--- src/rtl/tmr_reg_scrub.sv ---
// Triple-modular-redundant register with per-bit voting, copy mismatch detection,
// optional background scrubbing, correction statistics and a fault-injection port.
module tmr_reg_scrub #(
  parameter int unsigned     TRIPLICATE = 32'd1,
  parameter int unsigned     WIDTH      = 32'd8,
  parameter logic [WIDTH-1:0] RESET_VAL = {WIDTH{1'b0}},
  parameter int unsigned     SCRUB      = 32'd1,
  parameter int unsigned     CNT_W      = 32'd8
) (
  input  logic             clk,
  input  logic             rst,
  input  logic             en,
  input  logic [WIDTH-1:0] d,
  output logic [WIDTH-1:0] q,
  output logic [2:0]       mismatch,
  output logic             corrected,
  output logic             err_sticky,
  output logic [CNT_W-1:0] err_count,
  input  logic             cnt_clr,
  input  logic             inject_en,
  input  logic [1:0]       inject_copy,
  input  logic [WIDTH-1:0] inject_mask
);

  localparam bit SCRUB_ON = (SCRUB != 32'd0);

  function automatic logic [WIDTH-1:0] maj3(input logic [WIDTH-1:0] a,
                                            input logic [WIDTH-1:0] b,
                                            input logic [WIDTH-1:0] c);
    return (a & b) | (b & c) | (c & a);
  endfunction

  if (TRIPLICATE != 32'd0) begin : g_tmr
    logic [WIDTH-1:0] cp_r     [3];
    logic [WIDTH-1:0] cp_nxt_s [3];
    logic [WIDTH-1:0] vote_s;
    logic [2:0]       mism_s;
    logic             corr_ev_s;
    logic             corr_r;
    logic             sticky_r;
    logic             sticky_nxt_s;
    logic [CNT_W-1:0] cnt_r;
    logic [CNT_W-1:0] cnt_nxt_s;

    // Voter and per-copy disagreement flags.
    always_comb begin
      vote_s = maj3(cp_r[0], cp_r[1], cp_r[2]);
      mism_s = 3'b000;
      for (int k = 0; k < 3; k++) begin
        mism_s[k] = (cp_r[k] != vote_s);
      end
    end

    // Copy update priority: load, then injection, then scrub, then hold.
    always_comb begin
      corr_ev_s = 1'b0;
      for (int k = 0; k < 3; k++) begin
        cp_nxt_s[k] = cp_r[k];
      end
      if (en) begin
        for (int k = 0; k < 3; k++) begin
          cp_nxt_s[k] = d;
        end
        corr_ev_s = (mism_s != 3'b000);
      end else if (inject_en && (inject_copy != 2'd3)) begin
        for (int k = 0; k < 3; k++) begin
          if (inject_copy == 2'(k)) begin
            cp_nxt_s[k] = cp_r[k] ^ inject_mask;
          end else begin
            cp_nxt_s[k] = cp_r[k];
          end
        end
      end else if (SCRUB_ON && (mism_s != 3'b000)) begin
        for (int k = 0; k < 3; k++) begin
          cp_nxt_s[k] = vote_s;
        end
        corr_ev_s = 1'b1;
      end else begin
        corr_ev_s = 1'b0;
      end
    end

    // Statistics; a correction in the same cycle as a clear restarts the count at one.
    always_comb begin
      cnt_nxt_s    = cnt_r;
      sticky_nxt_s = sticky_r;
      if (corr_ev_s) begin
        sticky_nxt_s = 1'b1;
        if (cnt_clr) begin
          cnt_nxt_s = CNT_W'(1);
        end else if (cnt_r != {CNT_W{1'b1}}) begin
          cnt_nxt_s = cnt_r + CNT_W'(1);
        end else begin
          cnt_nxt_s = cnt_r;
        end
      end else if (cnt_clr) begin
        cnt_nxt_s    = {CNT_W{1'b0}};
        sticky_nxt_s = 1'b0;
      end else begin
        cnt_nxt_s    = cnt_r;
        sticky_nxt_s = sticky_r;
      end
    end

    // Copy and statistics registers.
    always_ff @(posedge clk or posedge rst) begin
      if (rst) begin
        for (int k = 0; k < 3; k++) begin
          cp_r[k] <= RESET_VAL;
        end
        corr_r   <= 1'b0;
        sticky_r <= 1'b0;
        cnt_r    <= {CNT_W{1'b0}};
      end else begin
        for (int k = 0; k < 3; k++) begin
          cp_r[k] <= cp_nxt_s[k];
        end
        corr_r   <= corr_ev_s;
        sticky_r <= sticky_nxt_s;
        cnt_r    <= cnt_nxt_s;
      end
    end

    assign q          = vote_s;
    assign mismatch   = mism_s;
    assign corrected  = corr_r;
    assign err_sticky = sticky_r;
    assign err_count  = cnt_r;
  end else begin : g_plain
    logic [WIDTH-1:0] val_r;
    logic [WIDTH-1:0] val_nxt_s;

    // Plain register: only copy 0 exists as an injection target.
    always_comb begin
      val_nxt_s = val_r;
      if (en) begin
        val_nxt_s = d;
      end else if (inject_en && (inject_copy == 2'd0)) begin
        val_nxt_s = val_r ^ inject_mask;
      end else begin
        val_nxt_s = val_r;
      end
    end

    // Single storage register.
    always_ff @(posedge clk or posedge rst) begin
      if (rst) begin
        val_r <= RESET_VAL;
      end else begin
        val_r <= val_nxt_s;
      end
    end

    assign q          = val_r;
    assign mismatch   = 3'b000;
    assign corrected  = 1'b0;
    assign err_sticky = 1'b0;
    assign err_count  = {CNT_W{1'b0}};
  end

endmodule
--- config.mk ---
export PLATFORM = sky130hd
export DESIGN_NAME = tmr_reg_scrub
export DESIGN_NICKNAME = d
export VERILOG_FILES = /design/src/rtl/tmr_reg_scrub.sv
export SDC_FILE = /design/constraint.sdc
export NUM_CORES = 1
export LEC_CHECK = 0
export CAP_MARGIN = 10
export CORE_MARGIN = 8
export CORE_UTILIZATION = 55
export CTS_CLUSTER_SIZE = 10
export DETAILED_ROUTE_END_ITERATION = 8
export MAX_ROUTING_LAYER = met4
export PLACE_DENSITY = 0.82
export SYNTH_ARGS = -nofsm -noshare
export SYNTH_HDL_FRONTEND = slang
export SYNTH_SLANG_ARGS = --single-unit
--- constraint.sdc ---
create_clock -name clk -period 6.5 [get_ports clk]
set_clock_uncertainty 0.05 [all_clocks]
set_input_delay 0.975 -clock clk [delete_from_list [all_inputs] [get_ports clk]]
set_output_delay 0.975 -clock clk [all_outputs]
set_load 0.02 [all_outputs]
[Word-level counts from Yosys, hierarchy flattened]
Cells that the tools add are included.
Storage, ports and cells
  register bits: 34
  bits of input ports: 23
  output and inout port bits: 21
Cells by class
  add/subtract/negate cells: 1
  equal/unequal tests: 10
  muxes and demuxes: 15
  bitwise gates (word level): 8
  reduce and logical (&&, ||, !) cells: 10
Operators with widths (count)
  24-bit two-way mux: 3
  8-bit two-way mux: 7
  8-bit bitwise AND: 3
  8-bit != test: 3
  8-bit XOR: 3
  8-bit OR: 2
  3-bit by 2-bit != test with 1-bit output (second input constant): 3
  8-bit by 1-bit adder with 8-bit output (second input constant): 1
  8-bit != test (second input constant): 1
  2-bit AND reduction: 4
  3-bit nonzero test: 2
  1-bit two-way mux: 5
  2-bit nonzero test: 2
  2-bit by 1-bit == test with 1-bit output (second input constant): 1
  2-bit == test (second input constant): 1
  2-bit logical NOT: 1
  2-bit != test (second input constant): 1
  1-bit logical AND: 1

[Longest topological paths before layout]
Gate-level depths: netlist of run 1.
  depth after elaboration: 10
  depth in mapped cells: 9

[Worst setup path before layout of run 1]
OpenSTA, ideal clock, no wires.
  path type: input port to flip-flop
  start: in en
  end: reg g_tmr.cp_r[0] (netlist bit)
  setup time: 132 ps
  data arrival time: 2366 ps
  required time: 6318 ps
  path slack: 3952 ps
  cell stages on the path: 6
  path buffers: 2
  path through: clkbuf_1 -> a21oi_1 -> nor4b_4 -> or2_1 -> buf_4 -> o22ai_2
Between the ends
  longest elaborated chain between the ends: 2
  elaborated cells on any way between the ends: 4
  those cells by class: eq/ne (1); mux (1); reduce/logical (2)
Ends and longest elaborated chain
  start: declaration: RTL line 12  | input logic en,
  3-bit by 2-bit != test with 1-bit output (no source line) or 3-bit nonzero test (tied branches)
  2-bit AND reduction (no source line)
  end signal: indexed assignment: RTL line 116  | cp_r[k] <= cp_nxt_s[k];
  end: declaration: RTL line 34  | logic [WIDTH-1:0] cp_r [3];
Several ways; a longest one is shown, not always the timed one.
A chain may end at the register's enable or synchronous reset.

[Final worst setup path of run 1]
  start: in en
  end: reg g_tmr.cp_r[2] (netlist bit)
Same word-level chain as after synthesis.

==> results of run 1 <==
## worst max path at each step
stage / endpoint / slack [ns] / cells past startpoint
2_1_floorplan: g_tmr.cp_r[0] / 3.95 / 6
3_3_place_gp: g_tmr.cp_r[0] / 2.52 / 5
3_5_place_dp: g_tmr.cp_r[2] / 2.47 / 5
4_1_cts: g_tmr.cp_r[2] / 2.77 / 5
5_1_grt: g_tmr.cp_r[15] / 2.50 / 5
6_report: g_tmr.cp_r[2] / 2.68 / 5
## synthesized netlist by cell type (3+ instances only)
cell type  number  share of area, %
nor2_1         49               7.4
dfrtp_1        34                34
a21oi_1        20               4.0
o21a_1         17               5.1
o31ai_1        17               5.1
nand2_1        15               2.3
o21ai_1        15               3.0
buf_2          13               2.6
nand3b_1       13               3.9
nand2b_1       10               2.5
inv_1           8               1.2
a31oi_1         7               1.8
a22o_1          6               2.1
o221ai_1        6               2.1
or3b_2          6               2.1
clkbuf_1        5              0.76
nand3_1         5               1.0
o22a_1          5               1.8
or3b_1          5               1.8
or4_1           5               1.5
nor3_1          4              0.81
nand4_1         3              0.76
o211ai_1        3              0.91
## per-layer routing
| metal | part of all wire (%) | global-route usage (%) | vias to the layer above | wire length (um) |
|---|---|---|---|---|
| met5 | 0 | - | - | 0 |
| met1 | 43 | 25.46 | 1173 | 2986 |
| met4 | 1.4 | 6.869 | 0 | 99 |
| met3 | 8.7 | 4.590 | 9 | 606 |
| met2 | 47 | 31.33 | 125 | 3281 |
| li1 | - | - | 1178 | - |
## final cells by class
cell class	instances	area (um^2)	area share (%)
Multi-Input combinational cell	236	1479	50.06
Sequential cell	34	850.8	28.80
Timing Repair Buffer	44	437.9	14.82
Clock buffer	7	86.33	2.922
Tap cell	52	65.06	2.202
Inverter	8	30.03	1.017
Clock inverter	1	5.005	0.1694
## flip-flops by register name (all words and copies together), names as in the netlist
register,flops
corrected,1
g_tmr.cp_r,24
err_sticky,1
err_count,8
## power breakdown
| group | switching [uW] | total (uW) | internal (uW) |
|---|---|---|---|
| Combinational | 118 | 227 | 109 |
| Sequential | 50.4 | 287 | 236 |
| Clock | 78.1 | 164 | 85.5 |
## stage by stage
stage          instance area [um^2]  hold slack [ns]  cells  util, %
2_1_floorplan                  2481           0.5172    300        -
5_1_grt                        2954           0.4570    382    67.84
3_3_place_gp                   2863           0.4136    374    65.75
6_report                       2954           0.4392    382    67.84
3_5_place_dp                   2863           0.4323    374    65.75
4_1_cts                        2954           0.4474    382    67.84
## critical path: cells and delay by family
family | cells | cell delay (ns)
AOI/OAI and AO/OA | 2 | 0.97
and+or+nand+nor | 2 | 1.34
buffers and inverters | 1 | 0.64
## cells by family after synthesis
family	Yosys count
and+or+nand+nor	124
AOI/OAI and AO/OA	110
DFF	34
buffers and inverters	30
muxes	1
adders and majority gates	1
==> results.cfg, run 1 <==
[clock_tree]
cts_root_buf = clkbuf_8
htreeDepth = 2
clock_latency_ns = 0.29
cts_resized = 0
post-cts-setup-buffers = 0
clkTransAtPathRegs_ns = 0.07
cts_sinks = 34
cts_buffers = 5
postCtsHoldBufs = 0
clockBufferDepth = 2
cts_tree = built

[floorplanning]
fp-row-count = 24
core_um2 = 4354
ios = 44
die_y_um = 83.17
dieArea_um2 = 6916
die_w_um = 83.17
start_util_pct = 56.98

[sta]
rsz0062_at_grt = no
timing.final.max_slew_violations = 0
max_freq_mhz = 261.5
slew_headroom_pct = 25.10
tightest_slew_ns = 1.124
hold_violations = 0
layout_setup_ws_ns = 2.676
fin_crit_sh_pct = 58.82
setup_viol = 0
layout_min_cycle_time_ns = 3.824
setup_tns_ns = 0

[power_and_ir_drop]
power_uw = 677.4
leakage_uw = 0.001170
vdd_ir_drop_max_mv = 0.1559
power_density_nw_per_um2 = 229.3

[synthesis]
ys_ff_latch = 34
postSynthCellCount = 300
synth-simple-area-share_pct = 27.18
syn_area_um2 = 2481
yosysWarnings = 0
synth_xor_xnor_area_share_pct = 0
synth_top_family_by_area = compound AO/OA/AOI/OAI gates
synth_compound_area_share_pct = 31.47
ys.flop_type = dfrtp_1
synthMuxAreaShare_pct = 0.4539
ys_seq_area_share_pct = 34.29
synth_nets = 324
synth_edf_count = 0
syn_area_per_cell_um2 = 8.270
synthArstFlopShare_pct = 100.0
synth_cell_types = 44
synthAdderAreaFrac_pct = 0.5043

[layout]
area_growth_pct = 19.06
final_common_cell = nor2_1
drive_gt1_share_pct = 6.667
diodes = 0
mostFrequentLayoutCells = nor2_1 (49), clkdlybuf4s50_1 (43), dfrtp_1 (34)
layout.nets = 353
fill_cells = 344

[global_route]
grt_max_degree = 35
track_usage_pct = 20.27
grt_pass1_wl_mm = 11.46
antenna_found_initial = 0
grt_pass1_vias = 2364
overflow = 0

[route]
drt_wl_total_mm = 6.973
ant_nets = 0
first_pass_iters = 5
dr_total_vias = 2485
drt_iter0_drc = 254
viasPerCell = 6.505
routedWlPerCell_um = 18.25
drc = 0

[worst_setup_path]
rr_startpoint = g_tmr.cp_r[8]
cp_max_fo = 18
crit_type = input pin to flop
rrSetupSlack_ns = 3.30
worstPathCellList = clkdlybuf4s50_1 -> a21oi_1 -> nor4b_4 -> or2_1 -> o22ai_2
worstReg2RegEnd = g_tmr.cp_r[2]
crit_slowest_cell = nor4b_4
rr_worst_depth = 6
required_ns = 6.61
cp-startpoint = en
end_kind = flop
worstSetupStartpointType = input pin
cp_data_arrival_time_ns = 3.93
cpPeakStageDelay_ns = 0.90

[hold_path]
hold_start = err_sticky
hold_class = flop to flop
whs_endpoint = err_sticky
hold_depth = 1

[outcome]
status = finished, final reports clean

[job]
drv_cap = 0

[place]
port_buffers = 43
place_ws_ns = 2.470
gp_congestion = 0.9308
dp_hpwl_mm = 4.921
Note: power is estimated with default switching activity, not from simulation.
==> inputs of run 2 (changes only) <==
--- a/config.mk
+++ b/config.mk
@@ -7,11 +7,11 @@
 export LEC_CHECK = 0
 export CAP_MARGIN = 10
 export CORE_MARGIN = 8
-export CORE_UTILIZATION = 55
+export CORE_UTILIZATION = 48
 export CTS_CLUSTER_SIZE = 10
 export DETAILED_ROUTE_END_ITERATION = 8
 export MAX_ROUTING_LAYER = met4
-export PLACE_DENSITY = 0.82
+export PLACE_DENSITY = 0.76
 export SYNTH_ARGS = -nofsm -noshare
 export SYNTH_HDL_FRONTEND = slang
 export SYNTH_SLANG_ARGS = --single-unit
==> constraint.sdc (replaced) <==
create_clock -name clk -period 3.4 [get_ports clk]
set_clock_uncertainty 0.05 [all_clocks]
set_input_delay 0.51 -clock clk [delete_from_list [all_inputs] [get_ports clk]]
set_output_delay 0.51 -clock clk [all_outputs]
set_load 0.02 [all_outputs]
==> run 2 against run 1 <==
Against the previous run: sequential share of layout area is 0.85 points lower; final cell count is 7.1% higher; first-iteration DRC count is 39% lower; clock-buffer cell count stayed put; via count is 0.97% lower; core utilization is 7.5 points lower; non-clock buffer count is 9 higher; register-to-register slack worse by 2.7 ns; sequential power is 89% higher; clock power is 96% higher; combinational power is 93% higher.
==> results.cfg, run 2 (same netlist as run 1, synthesis figures left out) <==
[worst_setup_path]
crit_type = flop to output port
cp_max_fo = 9
rr_startpoint = g_tmr.cp_r[5]
path_buf_inv = 1
critical_path.top_delay_family = simple AND/OR/NAND/NOR gates
crit_slowest_cell = or4_1
cp_data_arrival_time_ns = 2.47
required_ns = 2.84
cpPeakStageDelay_ns = 0.69
worstPathCellList = a21oi_1 -> o221ai_1 -> or4_1 -> clkdlybuf4s50_1
worstSetupStartpointType = flop
end_kind = output port
cp-startpoint = g_tmr.cp_r[5]

[clock_tree]
post-cts-setup-buffers = 0
cts_root_buf = clkbuf_8
postCtsHoldBufs = 0
clkTransAtPathRegs_ns = 0.08
clockBufferDepth = 2
cts_tree = built
cts_sinks = 34
cts_resized = 0
cts_buffers = 5
clock_latency_ns = 0.29
htreeDepth = 2

[place]
gp_congestion = 0.9138
dp_hpwl_mm = 5.070
place_ws_ns = 0.6598
place_area_um2 = 2953
port_buffers = 43

[floorplanning]
dieArea_um2 = 7726
ios = 44
die_y_um = 87.90
die_w_um = 87.90
start_util_pct = 49.21
fp-row-count = 26
core_um2 = 5042

[global_route]
antenna_found_initial = 0
grt_pass1_wl_mm = 11.52
track_usage_pct = 19.65
grt_pass1_vias = 2356
grt_max_degree = 35
overflow = 0

[hold_path]
hold_start = err_sticky
hold_class = flop to flop

[layout]
area_growth_pct = 22.69
largest_reg_flops = 24
mostFrequentLayoutCells = nor2_1 (49), clkdlybuf4s50_1 (43), dfrtp_1 (34)
largest_register = g_tmr.cp_r
diodes = 0
final_common_cell = nor2_1
final_area_um2 = 3044
layout.nets = 362
drive_gt1_share_pct = 9.145

[sta]
setup_tns_ns = 0
slew_headroom_pct = 41.38
max_freq_mhz = 330.1
layout_setup_ws_ns = 0.3711
fin_crit_sh_pct = 89.09
hold_violations = 0
layout_min_cycle_time_ns = 3.029
timing.final.max_slew_violations = 0
setup_viol = 0
rsz0062_at_grt = no
tightest_slew_ns = 0.8734

[route]
drc = 0
drt_wl_total_mm = 7.080
viasPerCell = 6.017
first_pass_iters = 4
ant_nets = 0
dr_total_vias = 2461
routedWlPerCell_um = 17.31
drt_iter0_drc = 156

[power_and_ir_drop]
power_density_nw_per_um2 = 428.6
power_uw = 1305
leakage_uw = 0.001216
vdd_ir_drop_max_mv = 0.2238

[outcome]
status = finished, final reports clean

[job]
drv_cap = 0
## run 2: cell count changes in the layout (fill, tap and decap cells not counted), sizes merged
cell  before  now
buf        1   10
## run 2: power by group
part	switching (uW)	total [uW]	leakage, uW	internal [uW]
Combinational	226	439	0.000742	213
Clock	158	322	0.0000482	164
Sequential	91.3	543	0.000426	452
## run 2: area by class of cell
class	count	area (um^2)
fillers	453	1998
repair buffers	53	505.5
flip-flops and latches	34	850.8
well taps	70	87.58
clock buffers	7	86.33
clock inverters	1	5.005
inverters	8	30.03
multi-input cells	236	1479
## run 2: final timing paths
check	to	slack [ns]	depth (start not counted)
setup / recovery	mismatch[1]	0.37	4
hold / removal	err_sticky	0.43	1
setup reg to reg	g_tmr.cp_r[8]	0.60	7
hold reg to reg	err_sticky	0.43	1
max in group asynchronous	g_tmr.cp_r[13]	2.40	3
min in group asynchronous	g_tmr.cp_r[23]	0.56	3
## run 2: per-layer routing
| metal | part of all wire (%) | GRT usage, % | vias up | wire length [um] |
|---|---|---|---|---|
| met3 | 8.0 | 3.471 | 12 | 565 |
| met4 | 1.6 | 6.719 | 0 | 114 |
| met1 | 42 | 24.64 | 1182 | 2995 |
| li1 | - | - | 1189 | - |
| met5 | 0 | - | - | 0 |
| met2 | 48 | 30.98 | 78 | 3405 |
## run 2: stage by stage
stage	cells	hold WS, ns	utilization [%]
2_1_floorplan	300	0.5172	-
3_3_place_gp	401	0.4128	58.56
3_5_place_dp	401	0.4157	58.56
4_1_cts	409	0.4320	60.37
5_1_grt	409	0.4674	60.37
6_report	409	0.4294	60.37
## run 2: worst register-to-register path: stages, from the launching register on
cell and delay (ns):
dfrtp_1 0.47, a21oi_1 0.27, o221ai_1 0.14, or4_1 0.69, nor4b_4 0.33, buf_4 0.21, or2_1 0.35, o21ai_1 0.15
